<file path="src/rtl/tt_um_sub_unpack_pkg.sv">
// Shared definitions for the serial subtract/unpack tile: FSM states,
// uio bit positions and the fixed output-enable mask.
package tt_um_sub_unpack_pkg;

    typedef enum logic {
        StWaitS,
        StWaitB
    } state_e;

    localparam int unsigned IN_VALID  = 0;
    localparam int unsigned OUT_POP   = 1;
    localparam int unsigned ABORT     = 2;
    localparam int unsigned CLR_OVF   = 3;
    localparam int unsigned OUT_VALID = 4;
    localparam int unsigned FULL      = 5;
    localparam int unsigned BORROW    = 6;
    localparam int unsigned OVF       = 7;

    localparam logic [7:0] UIO_OE_MASK = 8'hF0;

    // Queue entry layout: {borrow, A}
    localparam int unsigned ENTRY_W = 9;

endpackage

</file>
<file path="src/rtl/tt_sub_fifo.sv">
// Synchronous FIFO with async active-low reset; head entry visible on dout.
// A push into a full FIFO is only taken when a pop frees a slot in the same cycle.
module tt_sub_fifo #(
    parameter int unsigned Depth = 4,
    parameter int unsigned Aw    = 2,
    parameter int unsigned Width = 9
) (
    input  logic             clk,
    input  logic             rst_n,
    input  logic             push,
    input  logic             pop,
    input  logic [Width-1:0] din,
    output logic [Width-1:0] dout,
    output logic [Aw:0]      count
);

    localparam logic [Aw:0] DepthCnt = (Aw + 1)'(Depth);

    logic [Width-1:0] mem [Depth];
    logic [Aw-1:0]    wr_ptr_q, rd_ptr_q;
    logic [Aw:0]      count_q;
    logic             do_pop, do_push;

    assign do_pop  = pop & (count_q != '0);
    assign do_push = push & ((count_q != DepthCnt) | do_pop);

    always_ff @(posedge clk) begin
        if (do_push) begin
            mem[wr_ptr_q] <= din;
        end
    end

    always_ff @(posedge clk or negedge rst_n) begin
        if (!rst_n) begin
            wr_ptr_q <= '0;
            rd_ptr_q <= '0;
            count_q  <= '0;
        end else begin
            if (do_push) wr_ptr_q <= wr_ptr_q + 1'b1;
            if (do_pop)  rd_ptr_q <= rd_ptr_q + 1'b1;
            if (do_push && !do_pop) begin
                count_q <= count_q + 1'b1;
            end else if (do_pop && !do_push) begin
                count_q <= count_q - 1'b1;
            end
        end
    end

    assign dout  = mem[rd_ptr_q];
    assign count = count_q;

endmodule

</file>
<file path="src/rtl/tt_um_sub_unpack.sv">
// Recovers A = (S - B) mod 256 from byte-serial S, B pairs and queues {borrow, A}
// for the host to pop.
module tt_um_sub_unpack
    import tt_um_sub_unpack_pkg::*;
#(
    parameter int unsigned FIFO_DEPTH = 4,
    parameter int unsigned AW         = 2
) (
    input  logic       clk,
    input  logic       rst_n,
    input  logic       ena,
    input  logic [7:0] ui_in,
    input  logic [7:0] uio_in,
    output logic [7:0] uo_out,
    output logic [7:0] uio_out,
    output logic [7:0] uio_oe
);

    localparam logic [AW:0] DepthCnt = (AW + 1)'(FIFO_DEPTH);

    state_e             state_q;
    logic [7:0]         s_q;
    logic               ovf_q;
    logic [AW:0]        count;
    logic [ENTRY_W-1:0] head;
    logic [ENTRY_W-1:0] entry;
    logic               in_valid, out_pop, abort, clr_ovf;
    logic               out_valid, full, pop, push_ok, push, drop;
    logic               unused;

    assign in_valid = uio_in[IN_VALID];
    assign out_pop  = uio_in[OUT_POP];
    assign abort    = uio_in[ABORT];
    assign clr_ovf  = uio_in[CLR_OVF];
    assign unused   = ^{ena, uio_in[7:4]};

    assign out_valid = (count != '0);
    assign full      = (count == DepthCnt);
    assign pop       = out_pop & out_valid;
    assign push_ok   = (count < DepthCnt) | pop;
    assign push      = (state_q == StWaitB) & in_valid & ~abort & push_ok;
    assign drop      = (state_q == StWaitB) & in_valid & ~abort & ~push_ok;

    // 9-bit difference: bit 8 is the borrow out of the 8-bit subtraction
    assign entry = {1'b0, s_q} - {1'b0, ui_in};

    always_ff @(posedge clk or negedge rst_n) begin
        if (!rst_n) begin
            state_q <= StWaitS;
            s_q     <= '0;
            ovf_q   <= 1'b0;
        end else begin
            if (abort) begin
                state_q <= StWaitS;
                s_q     <= '0;
            end else if (in_valid) begin
                unique case (state_q)
                    StWaitS: begin
                        s_q     <= ui_in;
                        state_q <= StWaitB;
                    end
                    StWaitB: begin
                        if (push_ok) state_q <= StWaitS;
                    end
                    default: state_q <= StWaitS;
                endcase
            end
            // A drop in the same cycle as clr_ovf keeps the flag set
            if (drop) begin
                ovf_q <= 1'b1;
            end else if (clr_ovf) begin
                ovf_q <= 1'b0;
            end
        end
    end

    tt_sub_fifo #(
        .Depth (FIFO_DEPTH),
        .Aw    (AW),
        .Width (ENTRY_W)
    ) u_fifo (
        .clk   (clk),
        .rst_n (rst_n),
        .push  (push),
        .pop   (pop),
        .din   (entry),
        .dout  (head),
        .count (count)
    );

    assign uo_out = out_valid ? head[7:0] : 8'h00;

    always_comb begin
        uio_out            = 8'h00;
        uio_out[OUT_VALID] = out_valid;
        uio_out[FULL]      = full;
        uio_out[BORROW]    = out_valid & head[8];
        uio_out[OVF]       = ovf_q;
    end

    assign uio_oe = UIO_OE_MASK;

endmodule
</file>
<file path="config.mk">
export PLATFORM = sky130hd
export DESIGN_NAME = tt_um_sub_unpack
export DESIGN_NICKNAME = d
export VERILOG_FILES = /design/src/rtl/tt_um_sub_unpack_pkg.sv /design/src/rtl/tt_sub_fifo.sv /design/src/rtl/tt_um_sub_unpack.sv
export SDC_FILE = /design/constraint.sdc
export NUM_CORES = 1
export LEC_CHECK = 0
export BUFFER_PORTS_ARGS = -buffer_cell sky130_fd_sc_hd__clkbuf_2
export CAP_MARGIN = 20
export CORE_AREA = 2 2 74 76
export CTS_CLUSTER_DIAMETER = 30
export CTS_CLUSTER_SIZE = 12
export DETAILED_ROUTE_END_ITERATION = 12
export DIE_AREA = 0 0 76 78
export PLACE_DENSITY = 0.75
export SLEW_MARGIN = 10
export SYNTH_ARGS = -nofsm -noshare
export SYNTH_HDL_FRONTEND = slang
export SYNTH_HIERARCHICAL = 1
export SYNTH_SLANG_ARGS = --single-unit
</file>
<file path="constraint.sdc">
create_clock -name clk -period 3.4 [get_ports clk]
set_input_delay 0.34 -clock clk [delete_from_list [all_inputs] [get_ports clk]]
set_output_delay 0.34 -clock clk [all_outputs]
set_load 0.01 [all_outputs]
</file>
==> results of run 1 <==
[stage by stage]
step	worst slack [ns]	util, %	hold slack (ns)
3_5_place_dp	0.9376	55.81	0.2977
5_1_grt	0.7829	58.21	0.2164
6_report	0.9341	58.21	0.2250
2_1_floorplan	0.9087	-	0.04441
3_3_place_gp	0.9845	55.81	0.2975
4_1_cts	0.9242	58.21	0.2109
[flip-flops by register name, indices dropped and copies added, names as in the netlist]
name	count
u_fifo/mem	36
s_q	8
u_fifo/count	3
u_fifo/rd_ptr_q	2
u_fifo/wr_ptr_q	2
ovf_q	1
state_q	1
[worst min path at each step]
stage	slack, ns	end	cells after the start	startpoint
floorplan	0.04	ovf_q	0	rst_n
detailed placement	0.30	u_fifo/rd_ptr_q[0]	1	rst_n
CTS	0.21	ovf_q	2	uio_in[3]
finish	0.23	ovf_q	2	uio_in[3]
global route	0.22	ovf_q	2	uio_in[3]
global placement	0.30	u_fifo/rd_ptr_q[0]	1	rst_n
[cell families after synthesis]
group                      after synthesis
adders and majority gates               15
xor gates and xnor gates                10
AOI/OAI and AO/OA                       27
other                                    2
muxes                                   11
DFF                                     53
and+or+nand+nor                         48
buffers and inverters                   39
[worst max-delay path, delay by kind of cell, from the launching register on]
family / cells / cell delay, ns
adder cells (fa/ha/maj): 2 / 0.62
flip-flops: 1 / 0.49
AO/OA/AOI/OAI: 1 / 0.40
AND/OR/NAND/NOR: 2 / 0.31
buffers and inverters: 2 / 0.28
multiplexers: 1 / 0.27
[metal layers]
metal / vias to the layer above / GRT usage [%]
li1: 734 / -
met1: 670 / 20.13
met2: 34 / 24.29
met3: 7 / 3.953
met4: 0 / 6.727
met5: - / 0
[cell usage after synthesis (all sizes together) (2+ instances only)]
cell type / n / area share [%]
a21boi: 2 / 0.70
a21oi: 10 / 2.0
and2: 4 / 1.1
and2b: 2 / 0.56
buf: 18 / 4.7
clkbuf: 3 / 0.42
conb: 2 / 0.28
dfrtp: 17 / 16
edfxtp: 36 / 40
fa: 2 / 1.5
ha: 13 / 6.0
inv: 18 / 2.5
mux2: 2 / 0.97
mux4: 9 / 7.5
nand2: 18 / 2.5
nand2b: 2 / 0.46
nor2: 6 / 0.84
nor2b: 11 / 2.8
nor3: 2 / 0.37
nor3b: 2 / 0.56
o21a: 3 / 0.84
o21ai: 2 / 0.51
xnor2: 9 / 2.9
[report_power, final]
part | switching [mW] | internal (mW) | leakage [nW]
registers | 0.119 | 0.772 | 0.538
logic | 0.256 | 0.307 | 0.592
clock network | 0.199 | 0.221 | 0.0554
total | 0.575 | 1.30 | 1.19
[layout make-up]
type                    count  area [um^2]
clock buffers               6        72.57
clock inverters             2        38.79
fillers                   418         2107
inverters                  18        67.56
multi-input cells         123         1020
flip-flops and latches     53         1506
well taps                  70        87.58
repair buffers             27        142.6
[timing repair]
item | CTS | global route
setup buffers | 0 | 0
endpoints found under the hold margin | 17 | 0
hold buffers | 1 | 0
resized for setup | 0 | 0
==> impl.org, run 1 <==
** Timing
- Relative slew margins :: 56.86%
- Derived from the worst setup path, the maximum achievable clock frequency is 405.5 MHz.
- On the final layout, the worst clock skew is 0.003245 ns.
- Time the final worst path needs with I/O delays and setup :: 2.466 ns
- Dividing the final minimum period by the clock period gives 72.53%.
- Accumulated negative setup slack :: 0 ns
- Unrepaired setup endpoints after global routing :: false
- Total count of hold-check failures in the final report :: 0
- Setup violations remaining at the end of the flow were counted as 0.
- At the pin with the least slew margin, the transition time is 0.6471 ns.
- The number of max-slew violations in the final report is 0.

** Logic synthesis
- Synth Area in XOR/XNOR :: 3.250%
- Flip-flop and latch count after synthesis :: 53
- In the synthesized netlist the dominant register cell turns out to be sky130_fd_sc_hd__edfxtp_1.
- Multiplexer fraction of the synthesized cell area :: 8.496%
- Summing the areas of all compound-gate instances in the mapped netlist gives 7.428% of the synthesized area.
- After synthesis, the largest family of logic cells by area is simple AND/OR/NAND/NOR gates.
- Post-synthesis share of cell area spent on and, or, nand and nor gates :: 9.471%
- Synthesized-area fraction occupied by adder cells :: 7.521%
- Synth Area per Inst :: 13.15 um^2
- The cell count after synthesis came out at 205.
- In this run the cell area of the synthesized design comes to 0.002695 mm^2.
- The Yosys step of the flow raised 6 warnings.
- The number of different library cells used by synthesis comes to 42.
- After synthesis, the share of flip-flops with an asynchronous set or reset is 32.08%.
- In this run, synthesis inferred 36 flip-flops with an integrated enable.
- Share of the yosys chip area belonging to registers :: 55.90%

** Global route
- Pin count of the biggest net entering global routing :: 18
- Global routing used 15.32% of the available tracks.
- The number of antenna violations at the first check in global routing was 0.
- First-pass GRT wire length :: 6927 um
- Global route overflow :: 0
- The via count of the first global-routing pass is 1438.

** Routing
- Count of nets left with antenna violations after detail routing :: 0
- The routed layout has 1445 vias.
- Summed over all layers, the routed wires come to 4054 um.
- In this run, the number of DRC markers left after iteration 0 of detailed routing was 156.
- After detailed routing, the met3 layer carries 160 um of wire.
- Drt first pass iters :: 4
- Wire length on met1 :: 1831 um
- Drc violations :: 0
- Average vias per placed instance :: 4.833
- Met2 wire length :: 1992 um
- Wire per inst :: 13.56 um
- The highest metal layer carrying signal wires in the routed design is met4.

** Run status
- Status :: finished, final reports clean

** Place
- Routability-driven placement finished with a final weighted congestion of 0.7458.
- Including well taps, the total number of placed cells is 290.
- Placed Area :: 0.002814 mm^2
- Half-perimeter wire length of the detailed placement result :: 2998 um
- Total of buffers placed on input and output ports :: 25

** Worst setup path
- Critical Path Start Type :: register
- The worst setup path is captured at a register.
- In this run the critical register-to-register path is captured at u_fifo/count[1].
- Critical path data required time :: 3.60 ns
- The critical path starts at u_fifo/count[0].
- By startpoint and endpoint, the worst setup path is classified as reg2reg.
- Cells along the critical path :: nor3_1 > buf_4 > nor2b_1 > o41a_4 > ha_1 > inv_1 > fa_1 > mux2_2
- For the worst setup path, the data arrival time is 2.66 ns.
- Worst setup path endpoint :: u_fifo/count[1]
- In this run the register-to-register setup slack is 0.93 ns.
- Worst R2R Path Depth :: 8
- Slowest stage delay, CP :: 0.49 ns
- Of all nets on the critical path, the largest fanout is 11.
- The largest individual stage delay along the critical path comes from the cell sky130_fd_sc_hd__dfrtp_1.
- The startpoint identified for the worst register-to-register timing path is u_fifo/count[0].

** Layout
- Summing all non-filler instances in the final layout gives an area of 0.002935 mm^2.
- Fin nets :: 262
- 0 antenna diodes ended up in the layout.
- Commonest cells after routing, fill and taps aside :: sky130_fd_sc_hd__edfxtp_1 (36), sky130_fd_sc_hd__clkbuf_2 (25), sky130_fd_sc_hd__nand2_1 (18)
- Final standard cell count with taps included and fillers excluded :: 299
- Leaving out fill and tap cells, the most frequent cell in the layout is sky130_fd_sc_hd__edfxtp_1.
- Proportion of layout cells with a drive suffix above 1 :: 23.58%
- Relative to the synthesized area, the layout overhead comes to 8.914%.

** Clocking
- Count of H-tree levels built during CTS :: 2
- Worst-case clock buffer depth :: 2
- CTS root buffer :: sky130_fd_sc_hd__clkbuf_8
- TritonCTS built the clock tree.
- Source-to-sink clock delay at the later pin of the worst-skew pair :: 0.30 ns
- CTS saw 53 sinks.
- Clock-pin slew was measured on the worst setup and hold paths at 0.09 ns.
- TritonCTS Buffers :: 5

** Pwr
- Overall power of the completed layout :: 1.875 mW
- Leak pwr :: 1.185 nW
- Pwr dens :: 638.8 mW/mm^2
- The worst-case IR drop observed on VDD is 0.3018 mV.

** Floorplanning
- The initial utilization of the core area, before any placement, comes to 53.45%.
- Count of boundary I/O pins :: 43
- Number of placement rows :: 26
- Die width :: 76 um
- The region available for standard cell placement spans 0.005042 mm^2.
- Die Outline Area :: 0.005928 mm^2
- Measured along the y axis, the die boundary spans 78 um.

** Worst hold path
- The min-delay analysis places its worst path in the category in2reg.

** Run
- Max-cap violations in this run came to 0.
No activity file was read; power rests on OpenSTA's default activity.
==> run 2: changes to the inputs <==
- clock period: 3.4 -> 2.55 ns (I/O delays scaled with it)
==> run 2 against run 1 <==
Clock skew down 0.00052 ns; sequential cell count did not move; clock power grew 9.3%; sequential power grew 29%; cell area fell by 0.34%; routed wire length is 1.0% lower; cell count rose by 0.67%; critical path depth decreased by 1; maximum frequency is 6.5% higher; worst hold slack got worse by 0.076 ns; sequential share of layout area grew 0.18 points; global-route usage shrank 0.30 points; largest power group unchanged; highest routed layer unchanged.
==> impl.org, run 2 (synthesis gave the netlist of run 1 again) <==
** Routing
- Average vias per placed instance :: 4.817 (-0.32%)
- Drt first pass iters :: 4 (unchanged)
- Drc violations :: 0 (unchanged)
- Total vias in the final route :: 1450 (+0.35%)
- Count of nets left with antenna violations after detail routing :: 0 (unchanged)
- The total routed wirelength came to 4012 um (-1.0%).
- Drt initial violations :: 93 (-40%)
- Wire per inst :: 13.33 um (-1.7%)

** Clocking
- TritonCTS clock tree :: done
- The number of H-tree levels was 2 (unchanged).
- Count of hold-fix buffers inserted at cts :: 1 (unchanged)
- The clock-pin slew on the worst setup and hold paths is 0.09 ns (about the same).
- The count of cells resized by post-cts repair was 0 (unchanged).
- The later-pin clock latency in the skew report came to 0.30 ns (about the same).
- Setup bufs post-CTS :: 0 (unchanged)
- Worst-case clock buffer depth :: 2 (unchanged)
- CTS root buffer :: sky130_fd_sc_hd__clkbuf_8
- The number of clock buffers inserted by TritonCTS came to 5 (unchanged).
- The CTS sink count is 53 (unchanged).

** Timing
- The number of max-slew violations in the final report is 0 (unchanged).
- Final setup margin :: 0.2350 ns (-0.6992 ns)
- Final setup skew :: 0.002728 ns (-0.0005168 ns)
- Fmax :: 432.0 MHz (+6.5%)
- The total setup violations reported at the end of the flow was 0 (unchanged).
- The final count of hold timing violations is 0 (unchanged).
- Unrepaired setup endpoints after global routing :: false
- The summed negative setup slack over all endpoints came to 0 ns (unchanged).
- Time the final worst path needs with I/O delays and setup :: 2.315 ns (-0.1508 ns)
- Period utilisation layout :: 90.79% (+18 points)

** Pwr
- Fraction of power consumed by the clock network :: 18.9% (-3.5 points)
- The logic gate share of total power was 33.7% (+3.6 points).
- Part of the power in registers :: 47.4% (about the same)
- The total internal power was 1.656 mW (+27%).
- The net load switching power was 0.7671 mW (+34%).
- The leakage power is 1.185 nW (about the same).
- The power per cell area was 828.2 mW/mm^2 (+30%).
- The switching fraction of total power is 31.67% (+1.0 points).
- Worst-case vdd ir drop :: 0.3768 mV (+25%)

** Worst setup path
- The number of buffers and inverters on the critical path was 1 (-1).
- The largest fanout on the critical path was 7 (-4).
- The arrival time at the worst endpoint came to 2.51 ns (-0.15 ns).
- Endpoint type of the worst setup path :: register
- The setup path with the least slack is of type reg2reg.
- Slowest stage delay, CP :: 0.47 ns (-0.02 ns)
- Walking the worst path, the cells encountered are nor3_1 > nor2b_1 > o41a_4 > ha_1 > inv_1 > fa_1 > mux2_2.
- Flop-to-flop setup slack :: 0.23 ns (-0.70 ns)
- STA classifies the critical path startpoint as a register.
- The kind of cell with the highest combined delay along the critical path is adder cells.
- The slowest stage of the critical path belongs to the cell sky130_fd_sc_hd__dfrtp_1.
- The worst endpoint required time was 2.74 ns (-0.86 ns).

** Layout
- The total inserted antenna cells is 0 (unchanged).
- The layout cell share with drive strength beyond 1 is 24.24% (+0.66 points).
- Biggest register :: u_fifo/mem
- Most frequent standard cell in the layout excluding fill and tap cells :: sky130_fd_sc_hd__edfxtp_1
- Number of flip-flops in the largest register :: 36 (unchanged)
- In the layout the commonest cells are sky130_fd_sc_hd__edfxtp_1 (36), sky130_fd_sc_hd__clkbuf_2 (25), sky130_fd_sc_hd__nand2_1 (18).
- The area occupied by multi-input gates came to 0.001020 mm^2 (unchanged).
- Synthesis-to-layout area growth :: 8.542%
- The number of fill cells is 437 (+4.5%).
- Sequential standard cell area :: 0.001506 mm^2 (unchanged)
- Fin nets :: 264 (+0.76%)

** Run
- # Max-Cap Violations :: 0 (unchanged)

** Floorplanning
- The overall die area was 0.005928 mm^2 (unchanged).
- The initial cell density of the core was 53.45% (unchanged).
- The boundary pin count was 43 (unchanged).
- CORE AREA :: 0.005042 mm^2 (unchanged)
- The row count came to 26 (unchanged).
- The horizontal die dimension came to 76 um (unchanged).
- The die span in y was 78 um (unchanged).

** Global route
- The total global routing track utilization is 15.02% (-0.30 points).
- The global route total overflow is 0 (unchanged).
- Antenna violations before repair :: 0 (unchanged)
- Pin count of the biggest net entering global routing :: 18 (unchanged)
- The via count of the first global-routing pass is 1501 (+4.4%).
- The global-route wire length before repair came to 6900 um (-0.39%).

** Place
- The routability congestion estimate from global placement was 0.7498 (+0.54%).
- Half-perimeter wire length of the detailed placement result :: 2998 um (about the same)
- Post-Place Worst Slack :: 0.2449 ns (-0.6926 ns)
- The number of I/O port buffers was 25 (unchanged).

** Run status
- The run finished with clean final reports.

** Worst hold path
- The path class of the tightest hold or removal check is in2reg.
[run 2: cell types whose count changed in the layout (fill, tap and decap cells not counted)]
cell	before	now
sky130_fd_sc_hd__buf_4	1	3
sky130_fd_sc_hd__bufinv_16	1	0
sky130_fd_sc_hd__clkinv_2	0	1
sky130_fd_sc_hd__clkinv_4	1	0
sky130_fd_sc_hd__inv_6	0	1
[run 2: worst paths after layout]
path                                 start                 end  cells past startpoint
max                        u_fifo/count[1]     u_fifo/count[1]                      7
max reg2reg                u_fifo/count[1]     u_fifo/count[1]                      7
min in group asynchronous            rst_n  u_fifo/rd_ptr_q[1]                      2
min                              uio_in[3]               ovf_q                      2
min reg2reg                         s_q[0]              s_q[0]                      2
max in group asynchronous            rst_n              s_q[6]                      2
[run 2: stage by stage]
step / total power [mW] / hold slack (ns) / std cells / util [%] / area (um^2)
after floorplan: 1.770 / -0.04059 / 215 / - / 2733
after global placement: 1.971 / 0.2168 / 292 / 56.10 / 2829
after detailed placement: 1.995 / 0.2139 / 292 / 56.10 / 2829
after CTS: 2.461 / 0.1346 / 301 / 58.01 / 2925
after global routing: 2.596 / 0.1367 / 301 / 58.01 / 2925
final: 2.423 / 0.1487 / 301 / 58.01 / 2925
[run 2: metal layers]
layer | vias to the layer above | GRT usage (%) | part of all wire (%)
met5 | - | 0 | 0
met4 | 0 | 3.818 | 0.72
met3 | 5 | 3.953 | 4.2
met2 | 33 | 25.80 | 49
met1 | 673 | 19.15 | 46
li1 | 739 | - | -
[run 2: cell type report]
cell class	count	area share, %
clock buffers	6	2.481
flip-flops and latches	53	51.50
multi-input cells	123	34.86
repair buffers	29	5.389
clock inverters	2	0.4705
well taps	70	2.994
inverters	18	2.310
[run 2: power groups by stage]
| stage | Sequential (mW) | Combinational [mW] | Clock (mW) |
|---|---|---|---|
| 3_3_place_gp | 1.16 | 0.808 | 0 |
| 4_1_cts | 1.15 | 0.831 | 0.476 |
| 5_1_grt | 1.17 | 0.923 | 0.507 |
| 2_1_floorplan | 1.12 | 0.655 | 0 |
| 6_report | 1.15 | 0.816 | 0.459 |
| 3_5_place_dp | 1.17 | 0.823 | 0 |
==> run 3: changes to the inputs <==
- clock period: 2.55 -> 2.65 ns (I/O delays scaled with it)
==> run 3 against run 2 <==
Total power down 2.6%; critical endpoint unchanged; clock skew up 0.0099 ns; critical path type unchanged; count of clock-buffer cells in the layout down 1; highest routed layer unchanged.
==> impl.org, run 3 (synthesis gave the netlist of run 1 again) <==
** Run status
- Status :: finished, final reports clean

** Worst hold path
- In this run the worst hold path is classified as in2reg.

** Timing
- Setup repair after global routing left no endpoint under its margin.
- The total setup violations reported at the end of the flow is 0 (unchanged).
- Period utilisation layout :: 89.09% (-1.7 points)
- Transition at the pin with the smallest max-transition slack :: 0.6498 ns
- The top achievable clock speed came to 423.6 MHz (-1.9%).
- The final clock skew was 0.01260 ns (+0.009873 ns).
- Headroom to the max-slew limit came out at 56.68%.
- The post-layout minimum cycle time is 2.361 ns (+0.04595 ns).
- Worst hold slack :: 0.1213 ns (-0.02743 ns)
- The number of max-slew violations in the final report is 0 (unchanged).
- The summed negative setup slack over all endpoints was 0 ns (unchanged).
- Total count of hold-check failures in the final report :: 0 (unchanged)

** Layout
- The flip-flop count of the largest register, all copies and words added came to 36 (unchanged).
- Sequential standard cell area :: 0.001506 mm^2 (unchanged)
- The area occupied by multi-input gates was 0.001020 mm^2 (unchanged).
- Leaving out fill and tap cells, the most frequent cell in the layout is sky130_fd_sc_hd__edfxtp_1.
- The total inserted antenna cells was 0 (unchanged).
- From synthesis to final layout, the design area changed by 8.403%.
- Proportion of layout cells with a drive suffix above 1 :: 24.02% (-0.22 points)
- The number of fill cells was 423 (-3.2%).
- Biggest register :: u_fifo/mem
- The number of nets in the layout came to 262 (-0.76%).
- Commonest cells after routing, fill and taps aside :: sky130_fd_sc_hd__edfxtp_1 (36), sky130_fd_sc_hd__clkbuf_2 (25), sky130_fd_sc_hd__nand2_1 (18)

** Pwr
- The clock share of power was 21.0% (+2.1 points).
- Leak pwr :: 1.181 nW (-0.38%)
- The total internal power came to 1.581 mW (-4.5%).
- The relative contribution of sequential cells to total power came to 48.6% (+1.2 points).
- Pwr dens :: 808.0 mW/mm^2 (-2.4%)
- Switching power summed over all nets :: 0.7790 mW (+1.6%)
- The logic gate share of total power is 30.5% (-3.2 points).
- The switching fraction of total power is 33.00% (+1.3 points).
- Worst-case vdd ir drop :: 0.5097 mV (+35%)

** Worst setup path
- Worst r2r src :: u_fifo/count[0]
- The largest fanout on the critical path was 7 (unchanged).
- STA classifies the critical path startpoint as a register.
- The worst setup path is captured at a register.
- The critical path ends at u_fifo/count[1].
- Critical path data required time :: 2.86 ns (+0.12 ns)
- Worst setup path class :: reg2reg
- End of the worst register-to-register path :: u_fifo/count[1]
- Worst R2R Path Depth :: 7 (unchanged)
- Flop-to-flop setup slack :: 0.29 ns (+0.05 ns)
- The critical path starts at u_fifo/count[0].
- The arrival time at the worst endpoint was 2.57 ns (+0.06 ns).

** Clocking
- Source-to-sink clock delay at the later pin of the worst-skew pair :: 0.32 ns (+0.02 ns)
- Count of H-tree levels built during CTS :: 2 (unchanged)
- CTS placed an instance of sky130_fd_sc_hd__clkbuf_8 at the clock tree root.
- Setup bufs post-CTS :: 0 (unchanged)
- Post-cts sizing count :: 0 (unchanged)
- Clock input transition at the sequential cells of the worst setup and hold paths :: 0.10 ns (about the same)
- The number of clock buffers inserted by TritonCTS was 5 (unchanged).
- The number of buffers between clock root and the deepest sink is 2 (unchanged).
- TritonCTS built the clock tree.
- Num Clock Sinks :: 53 (unchanged)

** Floorplanning
- CORE AREA :: 0.005042 mm^2 (unchanged)
- The initial cell density of the core is 53.45% (unchanged).
- Overall die height :: 78 um (unchanged)
- The boundary pin count is 43 (unchanged).
- Number of placement rows :: 26 (unchanged)
- The overall die area is 0.005928 mm^2 (unchanged).
- Die width :: 76 um (unchanged)

** Global route
- Overall fraction of global-route tracks in use :: 15.41% (+0.39 points)
- First-pass GRT wire length :: 6810 um (-1.3%)
- Vias in the first global route :: 1421 (-5.3%)
- Global route overflow :: 0 (unchanged)
- Pin count of the biggest net entering global routing :: 20 (+2)
- Antenna violations before repair :: 0 (unchanged)

** Routing
- Average vias per placed instance :: 4.873 (+1.2%)
- Count of nets left with antenna violations after detail routing :: 0 (unchanged)
- The total routed wirelength was 4070 um (+1.4%).
- The post-detailed-route DRC marker count came to 0 (unchanged).
- Drt initial violations :: 139 (+49%)
- Wire per inst :: 13.61 um (+2.1%)
- Drt first pass iters :: 4 (unchanged)
- The routed via count came to 1457 (+0.48%).

** Run
- # Max-Cap Violations :: 0 (unchanged)

** Place
- Total of buffers placed on input and output ports :: 25 (unchanged)
- Half-perimeter wire length of the detailed placement result :: 2973 um (-0.83%)
- Routability Congestion :: 0.7539 (+0.55%)
-- run 3: cell types whose count changed in the layout (fill, tap and decap cells not counted) --
cell                       delta
sky130_fd_sc_hd__buf_4        -2
sky130_fd_sc_hd__clkbuf_1     -1
sky130_fd_sc_hd__clkinv_2     -1
sky130_fd_sc_hd__clkinv_4     +1
sky130_fd_sc_hd__inv_8        +1
-- run 3: routing by layer --
| metal | wire [um] | global-route usage, % |
|---|---|---|
| met1 | 1880 | 20.11 |
| met2 | 1936 | 23.93 |
| met3 | 180 | 4.651 |
| met4 | 73 | 7.091 |
| met5 | 0 | 0 |
-- run 3: layout make-up --
type	count	area share, %
clock buffer	5	2.355
clock inverter	3	0.9850
inverter	18	2.313
multi-input combinational	123	34.90
sequential	53	51.56
tap	70	2.998
timing repair buffer	27	4.882
-- run 3: worst min path at each step --
stage          startpoint                 end  slack (ns)  cells past startpoint
2_1_floorplan       rst_n               ovf_q       -0.03                      0
3_3_place_gp        rst_n  u_fifo/rd_ptr_q[0]        0.22                      1
3_5_place_dp        rst_n  u_fifo/rd_ptr_q[0]        0.23                      1
4_1_cts         uio_in[3]               ovf_q        0.12                      2
5_1_grt         uio_in[3]               ovf_q        0.11                      2
6_report        uio_in[3]               ovf_q        0.12                      2
-- run 3: critical path, cell delays in order, from the launching register on --
cell and delay (ns):
sky130_fd_sc_hd__dfrtp_1 0.49, sky130_fd_sc_hd__nor3_1 0.28, sky130_fd_sc_hd__nor2b_1 0.13, sky130_fd_sc_hd__o41a_4 0.41, sky130_fd_sc_hd__ha_1 0.22, sky130_fd_sc_hd__inv_1 0.07, sky130_fd_sc_hd__fa_1 0.40, sky130_fd_sc_hd__mux2_2 0.27
-- run 3: metrics by stage --
stage | util (%) | area, um^2 | cells | total power [mW] | setup WS [ns]
finish | 57.94 | 2922 | 299 | 2.361 | 0.2890
CTS | 57.94 | 2922 | 299 | 2.381 | 0.2998
global route | 57.94 | 2922 | 299 | 2.512 | 0.1099
global placement | 55.81 | 2814 | 290 | 1.873 | 0.3592
floorplan | - | 2733 | 215 | 1.703 | 0.1587
detailed placement | 55.81 | 2814 | 290 | 1.895 | 0.3120
-- run 3: repair_timing --
item                       CTS  global route
hold buffers                 1             0
hold endpoints to repair    17             0
setup endpoints to repair    0             0
-- run 3: power groups by stage --
stage	registers [mW]	clock network [mW]	logic, mW
floorplan	1.07	0	0.630
global placement	1.16	0	0.715
detailed placement	1.17	0	0.725
CTS	1.15	0.501	0.728
global route	1.17	0.536	0.802
finish	1.15	0.495	0.719
